<file path="src/rtl/iq_phase_extractor.sv">
`default_nettype none
// ============================================================================
// Module   : iq_phase_extractor
// Brief    : Iterative vectoring CORDIC converting an (I,Q) sample into
//            phase (binary radians) and magnitude.
// Revision : 1.0
// ============================================================================
module iq_phase_extractor #(
  parameter int NUM_BITS = 24,
  parameter int NUM_ITER = 22
) (
  input  logic                       clk_i,
  input  logic                       reset_i,
  input  logic                       tick_i,
  input  logic signed [NUM_BITS-1:0] sin_i,
  input  logic signed [NUM_BITS-1:0] cos_i,
  output logic signed [NUM_BITS-1:0] phase_o,
  output logic        [NUM_BITS-1:0] magnitude_o,
  output logic                       done_o
);

  localparam int  C_XW      = NUM_BITS + 2;
  localparam int  C_ZW      = NUM_BITS + 1;
  localparam int  C_IW      = $clog2(NUM_ITER);
  localparam real C_PI_REAL = 3.14159265358979323846;
  localparam logic [NUM_BITS-1:0] C_KC =
    NUM_BITS'($rtoi(0.6072529350 * (2.0 ** NUM_BITS) + 0.5));
  localparam logic signed [C_ZW-1:0] C_PI = {2'b01, {(NUM_BITS-1){1'b0}}};

  typedef enum logic [1:0] {
    S_IDLE   = 2'd0,
    S_ROTATE = 2'd1,
    S_SCALE  = 2'd2
  } state_t;

  // atan(2^-idx) scaled so that pi maps to 2^(NUM_BITS-1); series for idx > 0
  function automatic logic signed [C_ZW-1:0] atan_lsb(input int idx);
    real t, x2, term, acc;
    t    = 1.0 / (2.0 ** idx);
    x2   = t * t;
    term = t;
    acc  = 0.0;
    if (idx == 0) begin
      acc = C_PI_REAL / 4.0;
    end else begin
      for (int k = 0; k < 30; k++) begin
        if (k % 2 == 0) acc = acc + term / (2.0 * k + 1.0);
        else            acc = acc - term / (2.0 * k + 1.0);
        term = term * x2;
      end
    end
    return C_ZW'($rtoi(acc * (2.0 ** (NUM_BITS - 1)) / C_PI_REAL + 0.5));
  endfunction

  logic signed [C_ZW-1:0] w_atan_tab [NUM_ITER];

  for (genvar g = 0; g < NUM_ITER; g++) begin : g_atan
    assign w_atan_tab[g] = atan_lsb(g);
  end

  state_t                   r_state;
  state_t                   w_state_nxt;
  logic                     w_accept;
  logic [C_IW-1:0]          r_iter;
  logic signed [C_XW-1:0]   r_x;
  logic signed [C_XW-1:0]   r_y;
  logic signed [C_ZW-1:0]   r_z;
  logic                     r_zero;
  logic signed [NUM_BITS-1:0] r_phase;
  logic [NUM_BITS-1:0]      r_mag;
  logic                     r_done;

  logic signed [C_XW-1:0]   w_cos_ext;
  logic signed [C_XW-1:0]   w_sin_ext;
  logic signed [C_XW-1:0]   w_x_sh;
  logic signed [C_XW-1:0]   w_y_sh;
  logic signed [C_ZW-1:0]   w_atan;
  logic [NUM_BITS:0]        w_x_mag;
  logic [2*NUM_BITS:0]      w_prod;
  logic [2*NUM_BITS:0]      w_prod_sh;
  logic [NUM_BITS-1:0]      w_mag_sat;

  assign w_cos_ext = {{2{cos_i[NUM_BITS-1]}}, cos_i};
  assign w_sin_ext = {{2{sin_i[NUM_BITS-1]}}, sin_i};
  assign w_x_sh    = r_x >>> r_iter;
  assign w_y_sh    = r_y >>> r_iter;
  assign w_atan    = w_atan_tab[r_iter];

  // x never goes negative after pre-rotation, so its sign bit is dropped
  assign w_x_mag   = r_x[C_XW-2:0];
  assign w_prod    = w_x_mag * C_KC;
  assign w_prod_sh = w_prod >> NUM_BITS;
  assign w_mag_sat = (|w_prod_sh[2*NUM_BITS:NUM_BITS]) ? '1 : w_prod_sh[NUM_BITS-1:0];

  always_comb begin
    w_state_nxt = r_state;
    w_accept    = 1'b0;
    case (r_state)
      // the done cycle still counts as busy, so a tick there is dropped
      S_IDLE: begin
        if (tick_i && !r_done) begin
          w_accept    = 1'b1;
          w_state_nxt = S_ROTATE;
        end
      end
      S_ROTATE: begin
        if (r_iter == C_IW'(NUM_ITER - 1)) w_state_nxt = S_SCALE;
      end
      S_SCALE:  w_state_nxt = S_IDLE;
      default:  w_state_nxt = S_IDLE;
    endcase
  end

  always_ff @(posedge clk_i) begin
    if (reset_i) begin
      r_state <= S_IDLE;
      r_iter  <= '0;
      r_x     <= '0;
      r_y     <= '0;
      r_z     <= '0;
      r_zero  <= 1'b0;
      r_phase <= '0;
      r_mag   <= '0;
      r_done  <= 1'b0;
    end else begin
      r_state <= w_state_nxt;
      r_done  <= 1'b0;
      case (r_state)
        S_IDLE: begin
          if (w_accept) begin
            r_iter <= '0;
            r_zero <= (cos_i == '0) && (sin_i == '0);
            if (cos_i[NUM_BITS-1]) begin
              r_x <= -w_cos_ext;
              r_y <= -w_sin_ext;
              r_z <= sin_i[NUM_BITS-1] ? -C_PI : C_PI;
            end else begin
              r_x <= w_cos_ext;
              r_y <= w_sin_ext;
              r_z <= '0;
            end
          end
        end
        S_ROTATE: begin
          r_iter <= r_iter + C_IW'(1);
          if (!r_y[C_XW-1]) begin
            r_x <= r_x + w_y_sh;
            r_y <= r_y - w_x_sh;
            r_z <= r_z + w_atan;
          end else begin
            r_x <= r_x - w_y_sh;
            r_y <= r_y + w_x_sh;
            r_z <= r_z - w_atan;
          end
        end
        S_SCALE: begin
          // a (0,0) vector would otherwise accumulate the full atan table sum
          r_phase <= r_zero ? '0 : r_z[NUM_BITS-1:0];
          r_mag   <= w_mag_sat;
          r_done  <= 1'b1;
        end
        default: ;
      endcase
    end
  end

  assign phase_o     = r_phase;
  assign magnitude_o = r_mag;
  assign done_o      = r_done;

endmodule
`default_nettype wire
</file>
<file path="config.mk">
export PLATFORM = sky130hd
export DESIGN_NAME = iq_phase_extractor
export DESIGN_NICKNAME = d
export VERILOG_FILES = /design/src/rtl/iq_phase_extractor.sv
export SDC_FILE = /design/constraint.sdc
export NUM_CORES = 1
export LEC_CHECK = 0
export ABC_AREA = 1
export BUFFER_PORTS_ARGS = -buffer_cell sky130_fd_sc_hd__buf_2
export CAP_MARGIN = 40
export CORE_ASPECT_RATIO = 1.5
export CORE_MARGIN = 2
export CORE_UTILIZATION = 40
export CTS_CLUSTER_SIZE = 10
export DETAILED_ROUTE_END_ITERATION = 16
export PLACE_DENSITY = 0.56
export SYNTH_ARGS = -nofsm -noshare
export SYNTH_HDL_FRONTEND = slang
export SYNTH_SLANG_ARGS = --single-unit
export TNS_END_PERCENT = 100
</file>
<file path="constraint.sdc">
create_clock -name clk_i -period 19.4 [get_ports clk_i]
set_input_delay 1.94 -clock clk_i [delete_from_list [all_inputs] [get_ports clk_i]]
set_output_delay 1.94 -clock clk_i [all_outputs]
set_load 0.005 [all_outputs]
</file>
==> impl_metrics.json, run 1 <==
{
  "status": "completed",
  "synth_edf_count": 0,
  "dieArea_um2": 68600,
  "path_clk_slew_ns": 0.07,
  "slew_viol_final": 0,
  "rrSetupSlack_ns": 11.69,
  "setup_viol": 0,
  "synth_cells": 3774,
  "fin_setup_tns_ns": 0,
  "cts_tree": "yes",
  "routed_wirelength_um": 93900,
  "vias_per_cell": 5.37,
  "avgRoutedWirePerCell_um": 19.9,
  "antenna_found_initial": 1,
  "holdCritStartpoint": "phase_o[11]",
  "yosys_warnings": 0,
  "multiInputGateArea_um2": 20700,
  "rr_worst_depth": 20,
  "clock_sinks": 133,
  "numCtsBuffers": 17,
  "grt_pass1_vias": 26100,
  "hold_class": "reg2reg",
  "io_buffers": 99,
  "final_common_cell": "inv_1",
  "grt_max_degree": 63,
  "place_hpwl_um": 77800,
  "firstDrtPassIters": 5,
  "postCtsSetupBuffers": 0,
  "core_um2": 65800,
  "die_h_um": 320,
  "io_pins": 100,
  "cp.required_ns": 19.73,
  "path_buf_inv": 4,
  "r2r_end": "magnitude_o[11]",
  "synth_flop_cell": "dfxtp_1",
  "seqCellArea_um2": 2670,
  "rsz0062_at_grt": "false",
  "cts_resized": 0,
  "syn_area_um2": 26600,
  "start_kind": "flop",
  "place_congestion": 1.00,
  "hold_viol_final": 0,
  "fmax_mhz": 130,
  "synth_nets": 4436,
  "reg2reg_from": "r_x[17]",
  "fillers": 7022,
  "crit_slowest_cell": "dfxtp_1",
  "grt_overflow_total": 0,
  "layout-drive-gt1-share": 0.0653,
  "area_growth_pct": 7.20,
  "finalClockSkew_ns": 0.0178,
  "grt_pass1_wl_um": 147000,
  "detail-route-antenna-nets": 0,
  "synth-seq-area-share": 0.100,
  "worstSetupPathType": "reg2reg",
  "min_period_ns": 7.71,
  "min_path_cells": 2,
  "yosys_register_bits": 133,
  "setup_ws_ns": 11.69,
  "drc": 0,
  "cts_htree_levels": 4,
  "path_delay_family": "adder cells",
  "synth_cell_type_count": 63,
  "cp-end-kind": "flop",
  "relSlewSlack": 0.399,
  "dr_total_vias": 25300,
  "cp.arrival_ns": 8.04,
  "hold_buffers": 0,
  "hold_end": "phase_o[11]",
  "worst_pin_slew_ns": 0.892,
  "synthArstFlopShare": 0,
  "fin_crit_sh": 0.397,
  "root_buffer": "clkbuf_16",
  "critPathMaxStageDelay_ns": 0.86,
  "cp_cell_sequence": "inv_1 > fa_1 > fa_1 > fa_1 > inv_1 > fa_1 > fa_1 > fa_1 > inv_1 > fa_1 > inv_1 > ha_1 > a21oi_1 > o21ai_0 > a21o_1 > a31oi_1 > o21ai_0 > nand2_1 > and2_0 > a31oi_1",
  "cpMostUsedCell": "fa_1",
  "track_usage": 0.279,
  "cts_buffer_depth": 2,
  "place_ws_ns": 11.73,
  "nNetsFinal": 4478,
  "drt_iter0_drc": 1429,
  "crit_start": "r_x[17]",
  "final_cell_mix": "inv_1, nand2_1, nand3_1, ha_1, a21oi_1",
  "clock_latency_ns": 0.50,
  "syn_avg_cell_area_um2": 7.05,
  "initial_core_util": 0.405,
  "die_w_um": 215,
  "num_rows": 115,
  "worstPathMaxFanout": 14,
  "max_cap_violations": 0
}
[cell families (layout without fill, tap and decap cells)]
group | Yosys count | in the layout | share of synthesized area
flops | 133 | 133 | 0.100
simple gates | 1391 | 1391 | 0.227
other cells | 0 | 2 | 0
buf+inv | 812 | 867 | 0.121
xor+xnor | 102 | 102 | 0.0336
fa+ha+maj | 611 | 611 | 0.366
compound gates | 725 | 725 | 0.152
[synth_stat cells (6+ instances only)]
| master | number | area [µm²] |
|---|---|---|
| o21ai_1 | 17 | 85.1 |
| nor3_1 | 42 | 210 |
| a21oi_1 | 300 | 1500 |
| nand2_1 | 678 | 2540 |
| nand3_1 | 335 | 1680 |
| a21o_1 | 17 | 128 |
| nor2_2 | 10 | 62.6 |
| buf_6 | 13 | 146 |
| fa_1 | 280 | 5610 |
| o221ai_1 | 6 | 52.6 |
| inv_1 | 681 | 2560 |
| buf_4 | 14 | 105 |
| nand2_2 | 9 | 56.3 |
| ha_1 | 331 | 4140 |
| o31ai_1 | 7 | 52.6 |
| dfxtp_1 | 133 | 2660 |
| o21a_1 | 12 | 90.1 |
| a211oi_1 | 8 | 60.1 |
| buf_1 | 15 | 56.3 |
| inv_2 | 14 | 52.6 |
| xor2_1 | 59 | 517 |
| buf_2 | 16 | 80.1 |
| nand3b_1 | 6 | 45.0 |
| clkbuf_1 | 55 | 206 |
| o21bai_1 | 7 | 52.6 |
| or2_2 | 12 | 75.1 |
| nor2_1 | 235 | 882 |
| o211ai_1 | 9 | 67.6 |
| nor4_1 | 14 | 87.6 |
| a31oi_1 | 58 | 363 |
| o21ai_0 | 249 | 1250 |
| nand4_1 | 26 | 163 |
| xnor2_1 | 43 | 377 |
[worst max-delay path by stage]
| stage | end | slack [ns] | cells after the start |
|---|---|---|---|
| global route | magnitude_o[11] | 11.28 | 20 |
| detailed placement | magnitude_o[2] | 11.73 | 20 |
| finish | magnitude_o[11] | 11.69 | 20 |
| floorplan | magnitude_o[10] | 13.00 | 22 |
| global placement | magnitude_o[14] | 11.78 | 20 |
| CTS | magnitude_o[11] | 11.66 | 20 |
[worst min-delay path: stages, from the launching register on]
cell     delay, ns
dfxtp_1       0.31
nand2_1       0.06
a21oi_1       0.05
[through the flow]
stage	hold WS [ns]	instances	util	area, µm²
3_5_place_dp	0.452	4674	0.425	27900
4_1_cts	0.464	4706	0.434	28500
2_1_floorplan	0.459	3774	-	26600
5_1_grt	0.477	4706	0.434	28500
3_3_place_gp	0.452	4669	0.424	27900
6_report	0.461	4708	0.434	28500
[sequential cells by signal (all words and copies together), names as in the netlist]
name	count
done_o	1
magnitude_o	24
phase_o	24
r_iter	5
r_state	2
r_x	26
r_y	26
r_z	24
r_zero	1
[layout make-up]
class | instances | share of cell area
clock inverter | 15 | 0.00632
tap | 877 | 0.0385
clock buffer | 17 | 0.0149
sequential | 133 | 0.0934
timing repair buffer | 137 | 0.0278
multi-input combinational | 2829 | 0.727
inverter | 698 | 0.0919
antenna | 2 | 0.000175
[metal layers]
metal  track usage  part of all wire
met5             0                 0
met4         0.198             0.079
met3        0.0262             0.025
met2         0.538              0.54
met1         0.278              0.36
Power of run 1 is not shown: default switching activity piles up to over one toggle a cycle in this logic, so the estimate is an artifact.
==> run 2, diff against run 1 <==
==> constraint.sdc (replaced) <==
create_clock -name clk_i -period 7.64 [get_ports clk_i]
set_input_delay 0.764 -clock clk_i [delete_from_list [all_inputs] [get_ports clk_i]]
set_output_delay 0.764 -clock clk_i [all_outputs]
set_load 0.005 [all_outputs]
==> impl_metrics.json, run 2 (synthesis gave the netlist of run 1 again) <==
{
  "status": "completed",
  "clock_latency_ns": 0.50,
  "fin_crit_sh": 0.909,
  "clock_sinks": 133,
  "grt_pass1_vias": 26500,
  "io_buffers": 99,
  "dr_total_vias": 25300,
  "firstDrtPassIters": 5,
  "cts_resized": 0,
  "setup_viol": 0,
  "cts_htree_levels": 4,
  "cts_tree": "yes",
  "antenna_found_initial": 1,
  "layout-drive-gt1-share": 0.0699,
  "worst_pin_slew_ns": 0.935,
  "grt_overflow_total": 0,
  "detail-route-antenna-nets": 0,
  "hold_buffers": 0,
  "die_w_um": 215,
  "slew_viol_final": 0,
  "hold_viol_final": 0,
  "drt_iter0_drc": 1445,
  "worstSetupPathType": "reg2reg",
  "die_h_um": 320,
  "rsz0062_at_grt": "false",
  "cp-end-kind": "flop",
  "top_regs": "r_x: 26 flops, r_y: 26 flops",
  "drc": 0,
  "grt_max_degree": 73,
  "track_usage": 0.280,
  "max_cap_violations": 0,
  "finalClockSkew_ns": 0.0214,
  "min_period_ns": 6.94,
  "initial_core_util": 0.405,
  "worstPathMaxFanout": 10,
  "hold_class": "reg2reg",
  "fmax_mhz": 144,
  "core_um2": 65800,
  "place_hpwl_um": 78400,
  "nNetsFinal": 4497,
  "final_cell_mix": "inv_1, nand2_1, nand3_1, ha_1, a21oi_1",
  "rr_worst_depth": 21,
  "holdCritStartpoint": "phase_o[9]",
  "rrSetupSlack_ns": 0.70,
  "hold_end": "phase_o[9]",
  "fillers": 7001,
  "dieArea_um2": 68600,
  "start_kind": "flop",
  "r2r_end": "magnitude_o[21]",
  "postCtsSetupBuffers": 0,
  "area_growth_pct": 7.65,
  "min_path_cells": 2,
  "reg2reg_from": "r_x[15]",
  "numCtsBuffers": 17,
  "vias_per_cell": 5.35,
  "cp.arrival_ns": 7.33,
  "routed_wirelength_um": 93800,
  "cp.required_ns": 8.03,
  "path_clk_slew_ns": 0.07,
  "io_pins": 100,
  "final_common_cell": "inv_1",
  "num_rows": 115,
  "avgRoutedWirePerCell_um": 19.9,
  "fin_setup_tns_ns": 0,
  "place_congestion": 0.944,
  "relSlewSlack": 0.370,
  "root_buffer": "clkbuf_16",
  "grt_pass1_wl_um": 148000,
  "cts_buffer_depth": 2
}
[run 2: changes by cell type in the layout (fill, tap and decap cells not counted), sizes merged]
cell,previous run,this run
clkdlybuf4s18,1,0
clkbuf,17,18
bufinv,1,0
buf,135,155
inv,706,704
clkinv,4,6
[run 2: worst max-delay path, cell delays in order, from the launching register on]
cell and delay (ns):
dfxtp_1 0.65, inv_1 0.28, fa_1 0.61, fa_1 0.45, fa_1 0.51, inv_1 0.05, fa_1 0.47, fa_1 0.52
fa_1 0.55, inv_1 0.06, fa_1 0.53, inv_1 0.05, ha_1 0.36, a21oi_1 0.20, o21ai_0 0.15, a21o_1 0.18
a31oi_1 0.38, o21ai_0 0.14, nand2_1 0.09, nand3_1 0.29, a21oi_1 0.24, nor2_1 0.06
[run 2: through the flow]
| step | hold slack [ns] | setup slack, ns | cells | util | cell area, µm² |
|---|---|---|---|---|---|
| after global placement | 0.451 | 0.769 | 4687 | 0.426 | 28000 |
| after CTS | 0.465 | 0.678 | 4724 | 0.435 | 28600 |
| after detailed placement | 0.453 | 0.703 | 4692 | 0.427 | 28100 |
| final | 0.459 | 0.697 | 4727 | 0.436 | 28600 |
| after global routing | 0.481 | 0.247 | 4726 | 0.436 | 28600 |
| after floorplan | 0.459 | 1.24 | 3774 | - | 26600 |
[run 2: layout make-up]
cell class | count | area, µm² | share of cell area
multi-input combinational | 2829 | 20700 | 0.724
antenna | 2 | 5.00 | 0.000175
timing repair buffer | 156 | 942 | 0.0329
inverter | 698 | 2620 | 0.0916
tap | 877 | 1100 | 0.0383
clock buffer | 18 | 439 | 0.0153
sequential | 133 | 2670 | 0.0930
clock inverter | 14 | 135 | 0.00472
[run 2: metal layers]
| layer | track usage | up-vias | wire length, µm |
|---|---|---|---|
| met3 | 0.0298 | 287 | 3020 |
| met4 | 0.208 | 0 | 7820 |
| met5 | 0 | - | 0 |
| met2 | 0.534 | 655 | 49800 |
| li1 | - | 12400 | - |
| met1 | 0.279 | 11900 | 33200 |
[run 2: worst max path at each step]
| stage | start | end | cells past startpoint |
|---|---|---|---|
| floorplan | r_x[7] | magnitude_o[10] | 22 |
| global placement | r_x[15] | magnitude_o[18] | 21 |
| detailed placement | r_x[15] | magnitude_o[22] | 21 |
| CTS | r_x[15] | magnitude_o[22] | 21 |
| global route | r_x[15] | magnitude_o[22] | 21 |
| finish | r_x[15] | magnitude_o[21] | 21 |
Power of run 2 is left out for the same reason.
